==> src/rtl/mem_port_arbiter.sv <==
// mem_port_arbiter
//
// Shares one single-ported unified memory between the instruction-fetch requester and the
// load/store requester of the 5-stage MiniRisc core. Data requests win by default; after
// STARVE_MAX consecutive data grants with a fetch waiting, fetch is forced. Each access
// runs IDLE -> ISSUE -> WAIT (MEM_LAT cycles) -> DONE, and the owner is acked in DONE.
// A branch flush kills an in-flight fetch: it still runs to completion, but with no ack
// and no read-data update.
//
// Ports:
//   Clock, Reset_                 clock (rising edge), asynchronous active-low reset
//   IF_Req/IF_Addr/IF_Flush       fetch request, address, branch flush
//   IF_Ack/IF_RData/IF_Stall      fetch ack pulse, fetched word (held), stall
//   D_Req/D_Wen/D_Addr/D_WData    load/store request, store flag, address, store data
//   D_Ben                         store byte enables
//   D_Ack/D_RData/D_Stall         data ack pulse, load data (held), stall
//   Mem_Cen/Mem_Wen               memory chip/write enable (ISSUE cycle only)
//   Mem_Addr/Mem_WData/Mem_Ben    registered memory address, store data, byte enables
//   Mem_RData                     memory read data, valid MEM_LAT cycles after issue
//   Owner                         0 = fetch, 1 = data; owner of the last grant

module mem_port_arbiter #(
    parameter int unsigned ADDRW      = 8,
    parameter int unsigned DATAWIDTH  = 32,
    parameter int unsigned MEM_LAT    = 2,
    parameter int unsigned STARVE_MAX = 3
) (
    input  logic                 Clock,
    input  logic                 Reset_,
    input  logic                 IF_Req,
    input  logic [ADDRW-1:0]     IF_Addr,
    input  logic                 IF_Flush,
    output logic                 IF_Ack,
    output logic [DATAWIDTH-1:0] IF_RData,
    output logic                 IF_Stall,
    input  logic                 D_Req,
    input  logic                 D_Wen,
    input  logic [ADDRW-1:0]     D_Addr,
    input  logic [DATAWIDTH-1:0] D_WData,
    input  logic [3:0]           D_Ben,
    output logic                 D_Ack,
    output logic [DATAWIDTH-1:0] D_RData,
    output logic                 D_Stall,
    output logic                 Mem_Cen,
    output logic                 Mem_Wen,
    output logic [ADDRW-1:0]     Mem_Addr,
    output logic [DATAWIDTH-1:0] Mem_WData,
    output logic [3:0]           Mem_Ben,
    input  logic [DATAWIDTH-1:0] Mem_RData,
    output logic                 Owner
);

    // Counter width that still holds STARVE_MAX when it is 0.
    localparam int unsigned SW         = (STARVE_MAX < 1) ? 1 : $clog2(STARVE_MAX + 1);
    localparam logic [SW-1:0] StarveMax = SW'(STARVE_MAX);
    localparam logic [3:0]    CntInit   = 4'(MEM_LAT - 1);

    typedef enum logic [1:0] {StIdle, StIssue, StWait, StDone} state_e;

    state_e                 r_state;
    state_e                 w_state_nxt;
    logic [3:0]             r_cnt;
    logic [SW-1:0]          r_starve;
    logic                   r_owner;
    logic                   r_wen;
    logic                   r_kill;
    logic [ADDRW-1:0]       r_mem_addr;
    logic [DATAWIDTH-1:0]   r_mem_wdata;
    logic [3:0]             r_mem_ben;
    logic [DATAWIDTH-1:0]   r_if_rdata;
    logic [DATAWIDTH-1:0]   r_d_rdata;

    logic w_if_valid;
    logic w_force_if;
    logic w_grant_if;
    logic w_grant_d;
    logic w_rdone;

    // Arbitration: a flushed fetch request is invisible to the arbiter.
    always_comb begin
        w_if_valid = IF_Req & ~IF_Flush;
        w_force_if = (STARVE_MAX != 0) && (r_starve == StarveMax) && w_if_valid;
        w_grant_if = (r_state == StIdle) && (w_force_if || (w_if_valid && !D_Req));
        w_grant_d  = (r_state == StIdle) && !w_grant_if && D_Req;
        w_rdone    = (r_state == StWait) && (r_cnt == 4'd0);
    end

    always_comb begin
        w_state_nxt = r_state;
        unique case (r_state)
            StIdle:  if (w_grant_if || w_grant_d) w_state_nxt = StIssue;
            StIssue: w_state_nxt = StWait;
            StWait:  if (r_cnt == 4'd0) w_state_nxt = StDone;
            StDone:  w_state_nxt = StIdle;
            default: w_state_nxt = StIdle;
        endcase
    end

    always_ff @(posedge Clock or negedge Reset_) begin
        if (!Reset_) begin
            r_state     <= StIdle;
            r_cnt       <= '0;
            r_starve    <= '0;
            r_owner     <= 1'b0;
            r_wen       <= 1'b0;
            r_kill      <= 1'b0;
            r_mem_addr  <= '0;
            r_mem_wdata <= '0;
            r_mem_ben   <= '0;
            r_if_rdata  <= '0;
            r_d_rdata   <= '0;
        end else begin
            r_state <= w_state_nxt;

            if (w_grant_if || w_grant_d) begin
                r_owner     <= w_grant_d;
                r_mem_addr  <= w_grant_d ? D_Addr : IF_Addr;
                r_mem_wdata <= w_grant_d ? D_WData : '0;
                r_mem_ben   <= w_grant_d ? D_Ben : '0;
                r_wen       <= w_grant_d & D_Wen;
                // Only data grants that bypass a live fetch request count toward starvation.
                if (w_grant_if || !w_if_valid) begin
                    r_starve <= '0;
                end else if (r_starve != StarveMax) begin
                    r_starve <= r_starve + SW'(1);
                end
            end

            if (r_state == StIssue) begin
                r_cnt <= CntInit;
            end else if ((r_state == StWait) && (r_cnt != 4'd0)) begin
                r_cnt <= r_cnt - 4'd1;
            end

            if (r_state == StIdle) begin
                r_kill <= 1'b0;
            end else if (!r_owner && IF_Flush) begin
                r_kill <= 1'b1;
            end

            // Read data is valid in the last WAIT cycle; a flush in that same cycle also kills.
            if (w_rdone) begin
                if (!r_owner && !r_kill && !IF_Flush) begin
                    r_if_rdata <= Mem_RData;
                end
                if (r_owner && !r_wen) begin
                    r_d_rdata <= Mem_RData;
                end
            end
        end
    end

    always_comb begin
        Mem_Cen   = (r_state == StIssue);
        Mem_Wen   = (r_state == StIssue) & r_wen;
        Mem_Addr  = r_mem_addr;
        Mem_WData = r_mem_wdata;
        Mem_Ben   = r_mem_ben;
        Owner     = r_owner;
        IF_RData  = r_if_rdata;
        D_RData   = r_d_rdata;
        IF_Ack    = (r_state == StDone) & ~r_owner & ~r_kill & ~IF_Flush;
        D_Ack     = (r_state == StDone) & r_owner;
        IF_Stall  = IF_Req & ~IF_Ack;
        D_Stall   = D_Req & ~D_Ack;
    end

endmodule

==> config.mk <==
export PLATFORM = sky130hd
export DESIGN_NAME = mem_port_arbiter
export DESIGN_NICKNAME = d
export VERILOG_FILES = /design/src/rtl/mem_port_arbiter.sv
export SDC_FILE = /design/constraint.sdc
export NUM_CORES = 1
export LEC_CHECK = 0
export ABC_AREA = 1
export BUFFER_PORTS_ARGS = -buffer_cell sky130_fd_sc_hd__buf_2
export CORE_UTILIZATION = 44
export DETAILED_ROUTE_END_ITERATION = 10
export HOLD_SLACK_MARGIN = 0.06
export PLACE_DENSITY = 0.77
export SLEW_MARGIN = 20
export SYNTH_ARGS = -nofsm -noshare
export SYNTH_HDL_FRONTEND = slang
export SYNTH_SLANG_ARGS = --single-unit
==> constraint.sdc <==
create_clock -name Clock -period 1.38 [get_ports Clock]
set_input_delay 0.138 -clock Clock [delete_from_list [all_inputs] [get_ports Clock]]
set_output_delay 0.138 -clock Clock [all_outputs]
set_load 0.02 [all_outputs]
==> results.py, run 1 <==
metrics = {
    "timing": {
        "worstMarginPinSlew_ps": 427,
        "slew-limit-headroom": 0.715,
        "hold_violations": 0,
        "finalCritPeriodShare": 1.19,
        "clock.fmax_ghz": 0.608,
        "drv_slew": 0,
        "fin_crit_ps": 1640,
        "setup_ws_ps": -265,
        "rsz0062_at_grt": "yes",
        "setup_violations": 117,
        "hold_ws_ps": 74.6,
        "fin_skew_ps": 17.4,
    },
    "clock_network": {
        "h-tree-depth": 4,
        "clk_latency_ps": 420,
        "cts_buffer_depth": 2,
        "clkTransAtPathRegs_ps": 70,
        "clock-root-buffer": "clkbuf_16",
        "cts_buffers": 17,
        "cts_tree": "built",
        "cts.sinks": 119,
    },
    "grt": {
        "grt_pass1_vias": 5663,
        "grt_pass1_wl_mm": 27.8,
        "grt_overflow": 0,
        "grt.total_usage": 0.313,
        "antenna_found_initial": 0,
        "grt_max_degree": 69,
    },
    "floorplan": {
        "die_y_um": 110,
        "row_count": 38,
        "dieArea_sq_um": 12000,
        "ios": 205,
        "coreArea_sq_um": 11100,
        "floorplan.initialDensity": 0.460,
        "dieWidth_um": 110,
    },
    "place": {
        "port-buffer-count": 204,
        "dp_hpwl_mm": 9.37,
        "gp_congestion": 0.850,
    },
    "setup_path": {
        "worst_setup_path_end_kind": "flop",
        "r2r_start": "r_cnt[0]$_DFFE_PN0P_",
        "start_kind": "flop",
        "startpoint": "r_cnt[0]$_DFFE_PN0P_",
        "crit_required_ps": 1660,
        "cp.arrival_ps": 1920,
        "crit_fanout": 8,
        "worstSetupPathType": "reg -> reg",
    },
    "drt": {
        "num_vias": 5655,
        "routed_wl_mm": 20.0,
        "postRouteAntennaNets": 0,
        "drcViolationCount": 0,
        "wl_per_cell_um": 18.6,
        "first_pass_iters": 6,
        "vias_per_cell": 5.26,
        "drt_iter0_drc": 388,
    },
    "final_layout": {
        "drive_gt1_frac": 0.457,
        "layout_common_cells": "197 x buf_2, 160 x nand2_1, 119 x dfrtp_1",
        "n_antenna_cell": 0,
        "syn2layout_area_growth_pct": 78.1,
        "fillers": 613,
        "fin_nets": 1020,
        "layout_commonest_cell": "buf_2",
    },
    "synth": {
        "ys_seq_area_frac": 0.584,
        "syn_area_sq_um": 5100,
        "syn_avg_cell_area_sq_um": 8.62,
        "ys_warn_count": 0,
        "syn-num-nets": 688,
        "synth_cells": 592,
        "synth-seq-cells": 119,
        "synth_cell_types": 21,
    },
    "flow_run": {
        "max_cap_viol_count": 0,
    },
    "power_and_ir_drop": {
        "p_per_area_nw_per_um2": 2420,
        "p_leak_nw": 4.92,
        "power_w": 0.0219,
        "vdd.ir_drop.worst_v": 0.00155,
    },
    "status": {
        "violations": "negative setup slack",
        "outcome": "complete, but fails checks",
    },
    "worst_hold_path": {
        "hold_start": "D_Addr[5]",
        "hp-class": "in -> reg",
    },
}
metal layers:
metal | track usage | routed length (um)
met1 | 0.329 | 7120
met2 | 0.553 | 10200
met4 | 0.183 | 1010
met5 | 0 | 0
met3 | 0.0931 | 1670
registers in the layout, summed over array words and instances (netlist names):
signal	cells
r_wen	1
r_cnt	4
r_starve	2
r_kill	1
r_state	2
IF_RData	32
Mem_Addr	8
Mem_Ben	4
D_RData	32
Owner	1
Mem_WData	32
report_power, final:
group	leakage (nW)	switching [W]	total, W	internal [W]
sequential	1.50	0.00141	0.00664	0.00522
combinational	3.12	0.00628	0.0106	0.00429
clock	0.306	0.00159	0.00473	0.00314
total	4.92	0.00929	0.0219	0.0127
stage by stage:
| stage | instance area [sq um] | cells | worst slack, ps | util | TNS, ps |
|---|---|---|---|---|---|
| finish | 9080 | 1076 | -265 | 0.820 | -16750 |
| floorplan | 5140 | 592 | -45.5 | - | -1170 |
| global placement | 6520 | 936 | -44.5 | 0.588 | -998 |
| global route | 9080 | 1076 | -274 | 0.820 | -22980 |
| CTS | 8680 | 1069 | -168 | 0.783 | -10850 |
| detailed placement | 6520 | 936 | -90.2 | 0.588 | -2880 |
cells in the mapped netlist (all sizes together):
cell | number | area, sq um
o21ai | 70 | 350
inv | 68 | 255
nor2 | 12 | 55.1
a21oi | 3 | 15.0
nand4 | 1 | 6.26
a21boi | 1 | 18.8
nand3 | 69 | 350
clkbuf | 10 | 37.5
buf | 19 | 128
nand2 | 213 | 827
ha | 6 | 75.1
nor3 | 1 | 5.00
dfrtp | 119 | 2980
worst paths after layout:
path                                             end  slack [ps]  cells past startpoint
hold reg to reg            Mem_WData[24]$_DFFE_PN0P_         460                      2
setup reg to reg            IF_RData[24]$_DFFE_PN0P_        -260                     10
setup / recovery            IF_RData[24]$_DFFE_PN0P_        -260                     10
min in group asynchronous   Mem_WData[3]$_DFFE_PN0P_         310                      3
max in group asynchronous    D_RData[14]$_DFFE_PN0P_         730                      3
hold / removal               Mem_Addr[5]$_DFFE_PN0P_          70                      5
worst max-delay path, stage by stage, from the launching register on:
cell and delay [ps]:
dfrtp_1 380, inv_2 80, ha_4 150, nand2_4 50
nor2_4 110, buf_4 130, nand2_4 50, buf_8 150
buf_16 150, o21ai_2 120, nand2_1 130
layout make-up:
class / instances / area [sq um] / area share
clock inverters: 9 / 148 / 0.0163
well taps: 140 / 175 / 0.0193
multi-input cells: 376 / 2260 / 0.249
inverters: 68 / 268 / 0.0295
clock buffers: 22 / 474 / 0.0522
flip-flops and latches: 119 / 2980 / 0.328
repair buffers: 342 / 2780 / 0.306
cell families after synthesis:
logic type               Yosys count  share of synthesized area
buffers and inverters             97                     0.0824
AND/OR/NAND/NOR                  296                      0.244
adder cells (fa/ha/maj)            6                     0.0147
flip-flops                       119                      0.584
AO/OA/AOI/OAI                     74                     0.0753
timing repair:
item	CTS	global route
cloned	12	5
hold endpoints to repair	224	0
pin swaps	10	9
resized for setup	136	89
endpoints found under the setup margin	97	124
setup buffers	16	6
hold buffers	74	0
(Power assumes the default switching activity.)
==> run 2: changes to the inputs <==
--- a/config.mk
+++ b/config.mk
@@ -11,6 +11,7 @@
 export DETAILED_ROUTE_END_ITERATION = 10
 export HOLD_SLACK_MARGIN = 0.06
 export PLACE_DENSITY = 0.77
+export REMOVE_ABC_BUFFERS = 1
 export SLEW_MARGIN = 20
 export SYNTH_ARGS = -nofsm -noshare
 export SYNTH_HDL_FRONTEND = slang
==> run 2 against run 1 <==
The run still ends with negative setup slack left. Global-route usage is 2.5 points lower. First-iteration DRC count is 9.8% higher. Sequential share of layout area is 0.80 points higher. Sequential cell count stayed put. Fmax is 3.3% higher. Non-clock buffer count is 2 lower. Critical path depth is 4 lower. Critical path type is now reg -> out. Critical endpoint is now D_Stall.
==> results.py, run 2 (synthesized netlist as in run 1, its figures left out) <==
metrics = {
    "timing": {
        "worstMarginPinSlew_ps": 370,
        "rsz0062_at_grt": "yes",
        "clock.fmax_ghz": 0.628,
        "setup_ws_ps": -212,
        "fin_crit_ps": 1590,
        "setup_violations": 118,
        "drv_slew": 0,
        "slew-limit-headroom": 0.753,
        "finalCritPeriodShare": 1.15,
        "fin_setup_tns_ps": -12660,
        "hold_violations": 0,
        "fin_skew_ps": 10.1,
    },
    "floorplan": {
        "dieWidth_um": 110,
        "row_count": 38,
        "dieArea_sq_um": 12000,
        "coreArea_sq_um": 11100,
        "die_y_um": 110,
        "floorplan.initialDensity": 0.460,
        "ios": 205,
    },
    "drt": {
        "first_pass_iters": 5,
        "routed_wl_mm": 19.7,
        "postRouteAntennaNets": 0,
        "drt_iter0_drc": 426,
        "num_vias": 5697,
        "vias_per_cell": 5.30,
        "drcViolationCount": 0,
        "wl_per_cell_um": 18.3,
    },
    "grt": {
        "grt_overflow": 0,
        "antenna_found_initial": 0,
        "grt_pass1_wl_mm": 25.6,
        "grt.total_usage": 0.287,
        "grt_max_degree": 37,
        "grt_pass1_vias": 5315,
    },
    "final_layout": {
        "post-route-util": 0.801,
        "drive_gt1_frac": 0.463,
        "n_antenna_cell": 0,
        "fin_cells": 1075,
        "fin_nets": 1018,
        "fillers": 595,
        "layout_common_cells": "197 x buf_2, 124 x nand2_1, 119 x dfrtp_1",
        "layout_commonest_cell": "buf_2",
        "syn2layout_area_growth_pct": 73.9,
    },
    "setup_path": {
        "worst_setup_path_end_kind": "output port",
        "start_kind": "flop",
        "crit_required_ps": 1240,
        "worstSetupPathType": "reg -> out",
        "crit_fanout": 2,
        "cp.arrival_ps": 1450,
    },
    "clock_network": {
        "cts_buffer_depth": 2,
        "clkTransAtPathRegs_ps": 50,
        "clock-root-buffer": "clkbuf_16",
        "cts_tree": "built",
        "cts.sinks": 119,
        "cts_buffers": 17,
        "clk_latency_ps": 420,
        "h-tree-depth": 4,
    },
    "place": {
        "port-buffer-count": 204,
        "gp_congestion": 0.828,
        "dp_hpwl_mm": 9.67,
        "dpl.cell_count": 945,
    },
    "power_and_ir_drop": {
        "p_leak_nw": 4.96,
        "vdd.ir_drop.worst_v": 0.00172,
        "p_per_area_nw_per_um2": 2310,
        "power_w": 0.0205,
    },
    "status": {
        "outcome": "complete, but fails checks",
        "violations": "negative setup slack",
    },
    "worst_hold_path": {
        "hp-class": "in -> reg",
    },
    "flow_run": {
        "max_cap_viol_count": 0,
    },
}
==> run 2: path summary, 6_finish.rpt <==
check | from | to | slack [ps] | depth (start not counted)
max | r_state[0]$_DFFE_PN0P_ | D_Stall | -210 | 6
min | IF_Flush | r_kill$_DFFE_PN0P_ | 80 | 3
min in group asynchronous | Reset_ | D_RData[3]$_DFFE_PN0P_ | 180 | 2
min reg2reg | Mem_WData[20]$_DFFE_PN0P_ | Mem_WData[20]$_DFFE_PN0P_ | 460 | 2
max reg2reg | r_state[0]$_DFFE_PN0P_ | Mem_Ben[3]$_DFFE_PN0P_ | -180 | 7
max in group asynchronous | Reset_ | D_RData[23]$_DFFE_PN0P_ | 640 | 3
==> run 2: metal layers <==
| layer | vias up | GRT usage | routed length [um] |
|---|---|---|---|
| met5 | - | 0 | 0 |
| met4 | 0 | 0.131 | 684 |
| met3 | 63 | 0.0848 | 1930 |
| met2 | 367 | 0.511 | 9880 |
| met1 | 2737 | 0.315 | 7190 |
| li1 | 2530 | - | - |
==> run 2: power by group <==
group / total, W / switching (W) / internal, W
combinational: 0.00973 / 0.00602 / 0.00372
sequential: 0.00649 / 0.00126 / 0.00523
clock: 0.00425 / 0.00157 / 0.00269
total: 0.0205 / 0.00885 / 0.0116
==> run 2: timing repair <==
item                                   4_1_cts  5_1_grt
setup endpoints to repair                  109      122
pin swaps                                    1       17
hold buffers                                79        0
endpoints found under the hold margin      225        0
buffers inserted                             4        5
gates resized for setup                     74      137
cloned                                       4        6
==> run 2: area by class of cell <==
| class | instances | area [sq um] | share of cell area |
|---|---|---|---|
| flip-flops and latches | 119 | 2980 | 0.336 |
| clock buffers | 23 | 458 | 0.0516 |
| inverters | 68 | 255 | 0.0288 |
| well taps | 140 | 175 | 0.0197 |
| repair buffers | 340 | 2630 | 0.297 |
| clock inverters | 9 | 101 | 0.0114 |
| multi-input cells | 376 | 2270 | 0.256 |
==> run 2: critical path: stages (launching register included) <==
cell     delay [ps]
dfrtp_1         400
buf_6           140
ha_4            160
nand2_2          60
inv_2            40
nor2_1          100
buf_4           150
==> run 2: through the flow <==
| step | instance area (sq um) | setup slack (ps) | hold slack [ps] |
|---|---|---|---|
| after detailed placement | 6580 | -97.4 | 77.8 |
| after global routing | 8870 | -266 | 92.1 |
| after floorplan | 4940 | -730 | -158 |
| after CTS | 8220 | -188 | 64.1 |
| after global placement | 6580 | -38.1 | 77.3 |
| final | 8870 | -212 | 83.7 |
==> run 3: changes to the inputs <==
--- a/config.mk
+++ b/config.mk
@@ -7,10 +7,12 @@
 export LEC_CHECK = 0
 export ABC_AREA = 1
 export BUFFER_PORTS_ARGS = -buffer_cell sky130_fd_sc_hd__buf_2
-export CORE_UTILIZATION = 44
+export CELL_PAD_IN_SITES_DETAIL_PLACEMENT = 1
+export CELL_PAD_IN_SITES_GLOBAL_PLACEMENT = 1
+export CORE_UTILIZATION = 31
 export DETAILED_ROUTE_END_ITERATION = 10
 export HOLD_SLACK_MARGIN = 0.06
-export PLACE_DENSITY = 0.77
+export PLACE_DENSITY = 0.75
 export REMOVE_ABC_BUFFERS = 1
 export SLEW_MARGIN = 20
 export SYNTH_ARGS = -nofsm -noshare
==> run 3 against run 2 <==
The run still ends with negative setup slack left. Final cell count increased by 8.7%. Sequential power shrank 2%. Register-to-register slack worse by 60 ps. First-iteration DRC count shrank 60%. Clock power shrank 7.8%. Worst setup slack lost 27 ps. Combinational power increased by 6%. Core utilization decreased by 23 points. Largest cell class unchanged.
==> results.py, run 3 (synthesized netlist as in run 1, its figures left out) <==
metrics = {
    "floorplan": {
        "floorplan.initialDensity": 0.319,
        "ios": 205,
        "dieWidth_um": 130,
        "dieArea_sq_um": 17000,
        "coreArea_sq_um": 16000,
        "row_count": 46,
        "die_y_um": 130,
    },
    "setup_path": {
        "start_kind": "flop",
        "r2r_cells": 10,
        "reg2reg_to": "IF_RData[22]$_DFFE_PN0P_",
        "crit_fanout": 6,
        "crit_required_ps": 1670,
        "cp_cell_sequence": "inv_2 -> ha_4 -> nand2_4 -> nor2_4 -> nand2_4 -> buf_12 -> buf_12 -> buf_16 -> o21ai_4 -> nand2_1",
        "r2r_start": "r_cnt[0]$_DFFE_PN0P_",
        "worstSetupPathType": "reg -> reg",
        "slowest_delay_ps": 400,
        "crit_end": "IF_RData[22]$_DFFE_PN0P_",
        "cp.arrival_ps": 1910,
        "worst_setup_path_end_kind": "flop",
        "startpoint": "r_cnt[0]$_DFFE_PN0P_",
        "reg2reg_setup_slack_ps": -240,
        "slowest_stage": "dfrtp_1",
    },
    "drt": {
        "num_vias": 5510,
        "postRouteAntennaNets": 0,
        "drt_iter0_drc": 170,
        "routed_wl_mm": 21.6,
        "wl_per_cell_um": 18.5,
        "drcViolationCount": 0,
        "vias_per_cell": 4.72,
        "first_pass_iters": 4,
    },
    "timing": {
        "finalCritPeriodShare": 1.17,
        "fin_crit_ps": 1620,
        "hold_violations": 0,
        "slew-limit-headroom": 0.766,
        "worstMarginPinSlew_ps": 351,
        "fin_skew_ps": 10.5,
        "rsz0062_at_grt": "yes",
        "setup_violations": 87,
        "clock.fmax_ghz": 0.618,
        "hold_ws_ps": 90.2,
        "drv_slew": 0,
        "setup_ws_ps": -239,
    },
    "power_and_ir_drop": {
        "vdd.ir_drop.worst_v": 0.00105,
        "netSwitchingFraction": 0.433,
        "p_int_w": 0.0117,
        "power_frac_comb": 0.501,
        "p_per_area_nw_per_um2": 2270,
        "p_switching_w": 0.00893,
        "clock_power_share": 0.190,
        "p_leak_nw": 5.00,
        "pwr-share-seq": 0.309,
    },
    "grt": {
        "antenna_found_initial": 0,
        "grt_pass1_wl_mm": 31.3,
        "grt.total_usage": 0.248,
        "grt_pass1_vias": 5899,
        "grt_overflow": 0,
        "grt_max_degree": 61,
    },
    "place": {
        "place_ws_ps": -207,
        "port-buffer-count": 204,
        "dp_hpwl_mm": 11.1,
        "gp_congestion": 0.766,
    },
    "flow_run": {
        "max_cap_viol_count": 0,
    },
    "final_layout": {
        "fin_nets": 1037,
        "fillers": 1835,
        "layout_common_cells": "197 x buf_2, 161 x nand2_1, 119 x dfrtp_1",
        "n_antenna_cell": 0,
        "layout_commonest_cell": "buf_2",
        "syn2layout_area_growth_pct": 78.0,
        "drive_gt1_frac": 0.438,
        "post-route-util": 0.568,
    },
    "status": {
        "outcome": "complete, but fails checks",
        "violations": "negative setup slack",
    },
    "clock_network": {
        "h-tree-depth": 4,
        "clk_latency_ps": 420,
        "cts_buffers": 17,
        "clkTransAtPathRegs_ps": 50,
        "cts.sinks": 119,
        "cts_buffer_depth": 2,
        "cts_tree": "built",
        "clock-root-buffer": "clkbuf_16",
    },
    "worst_hold_path": {
        "hp-class": "in -> reg",
    },
}
run 3: cell types whose count changed in the layout (fill, tap and decap cells not counted), moves of 4 or more:
cell     delta
o21ai_2     -9
o21ai_0    -12
nand2_4    -12
o21ai_1    +21
nand2_1    +37
buf_16      +4
inv_1       -4
nand2_2    -25
buf_6       +9
run 3: metrics by stage:
stage	power, W	area [sq um]	setup TNS [ps]	std cells
finish	0.0206	9080	-10490	1168
global route	0.0219	9080	-17920	1168
CTS	0.0198	8800	-7670	1160
detailed placement	0.0142	6700	-13110	1026
global placement	0.0140	6700	-9950	1026
floorplan	0.0107	4940	-51130	563
run 3: area by class of cell:
cell class / count / area [sq um] / share of cell area
Sequential cell: 119 / 2980 / 0.328
Timing Repair Buffer: 359 / 2930 / 0.323
Multi-Input combinational cell: 376 / 2120 / 0.234
Clock buffer: 21 / 460 / 0.0507
Tap cell: 216 / 270 / 0.0298
Inverter: 68 / 263 / 0.0289
Clock inverter: 9 / 55.1 / 0.00606
run 3: worst min path at each step:
stage,slack [ps],startpoint,end,cells after the start
after floorplan,-160,Reset_,D_RData[0]$_DFFE_PN0P_,0
after global placement,70,Reset_,Mem_WData[14]$_DFFE_PN0P_,1
after detailed placement,70,Reset_,Mem_WData[14]$_DFFE_PN0P_,1
after CTS,60,IF_Addr[0],Mem_Addr[0]$_DFFE_PN0P_,5
after global routing,110,IF_Addr[5],Mem_Addr[5]$_DFFE_PN0P_,5
final,90,IF_Addr[5],Mem_Addr[5]$_DFFE_PN0P_,5
run 3: critical path, delay by kind of cell (launching register included):
family	cells	cell delay, ps
buffers and inverters	4	500
AO/OA/AOI/OAI	1	130
AND/OR/NAND/NOR	4	320
adder cells (fa/ha/maj)	1	140
flip-flops	1	400
run 3: routing by layer:
metal	track usage	wire (um)	vias to the layer above
met5	0	0	-
met4	0.0834	403	0
met3	0.0771	1540	33
met2	0.437	11000	213
met1	0.283	8580	2693
li1	-	-	2571
run 3: repair_timing:
action,4_1_cts,5_1_grt
setup endpoints to repair,118,124
cloned,11,3
resized for setup,136,64
hold endpoints to repair,225,0
pin swaps,13,17
hold buffers,79,0
setup buffers,14,7
run 3: power groups by stage:
stage | sequential (W) | combinational (W) | clock [W]
final | 0.00638 | 0.0103 | 0.00392
after global routing | 0.00656 | 0.0112 | 0.00419
after CTS | 0.00623 | 0.00956 | 0.00403
after detailed placement | 0.00616 | 0.00807 | 0
after global placement | 0.00608 | 0.00789 | 0
after floorplan | 0.00810 | 0.00255 | 0
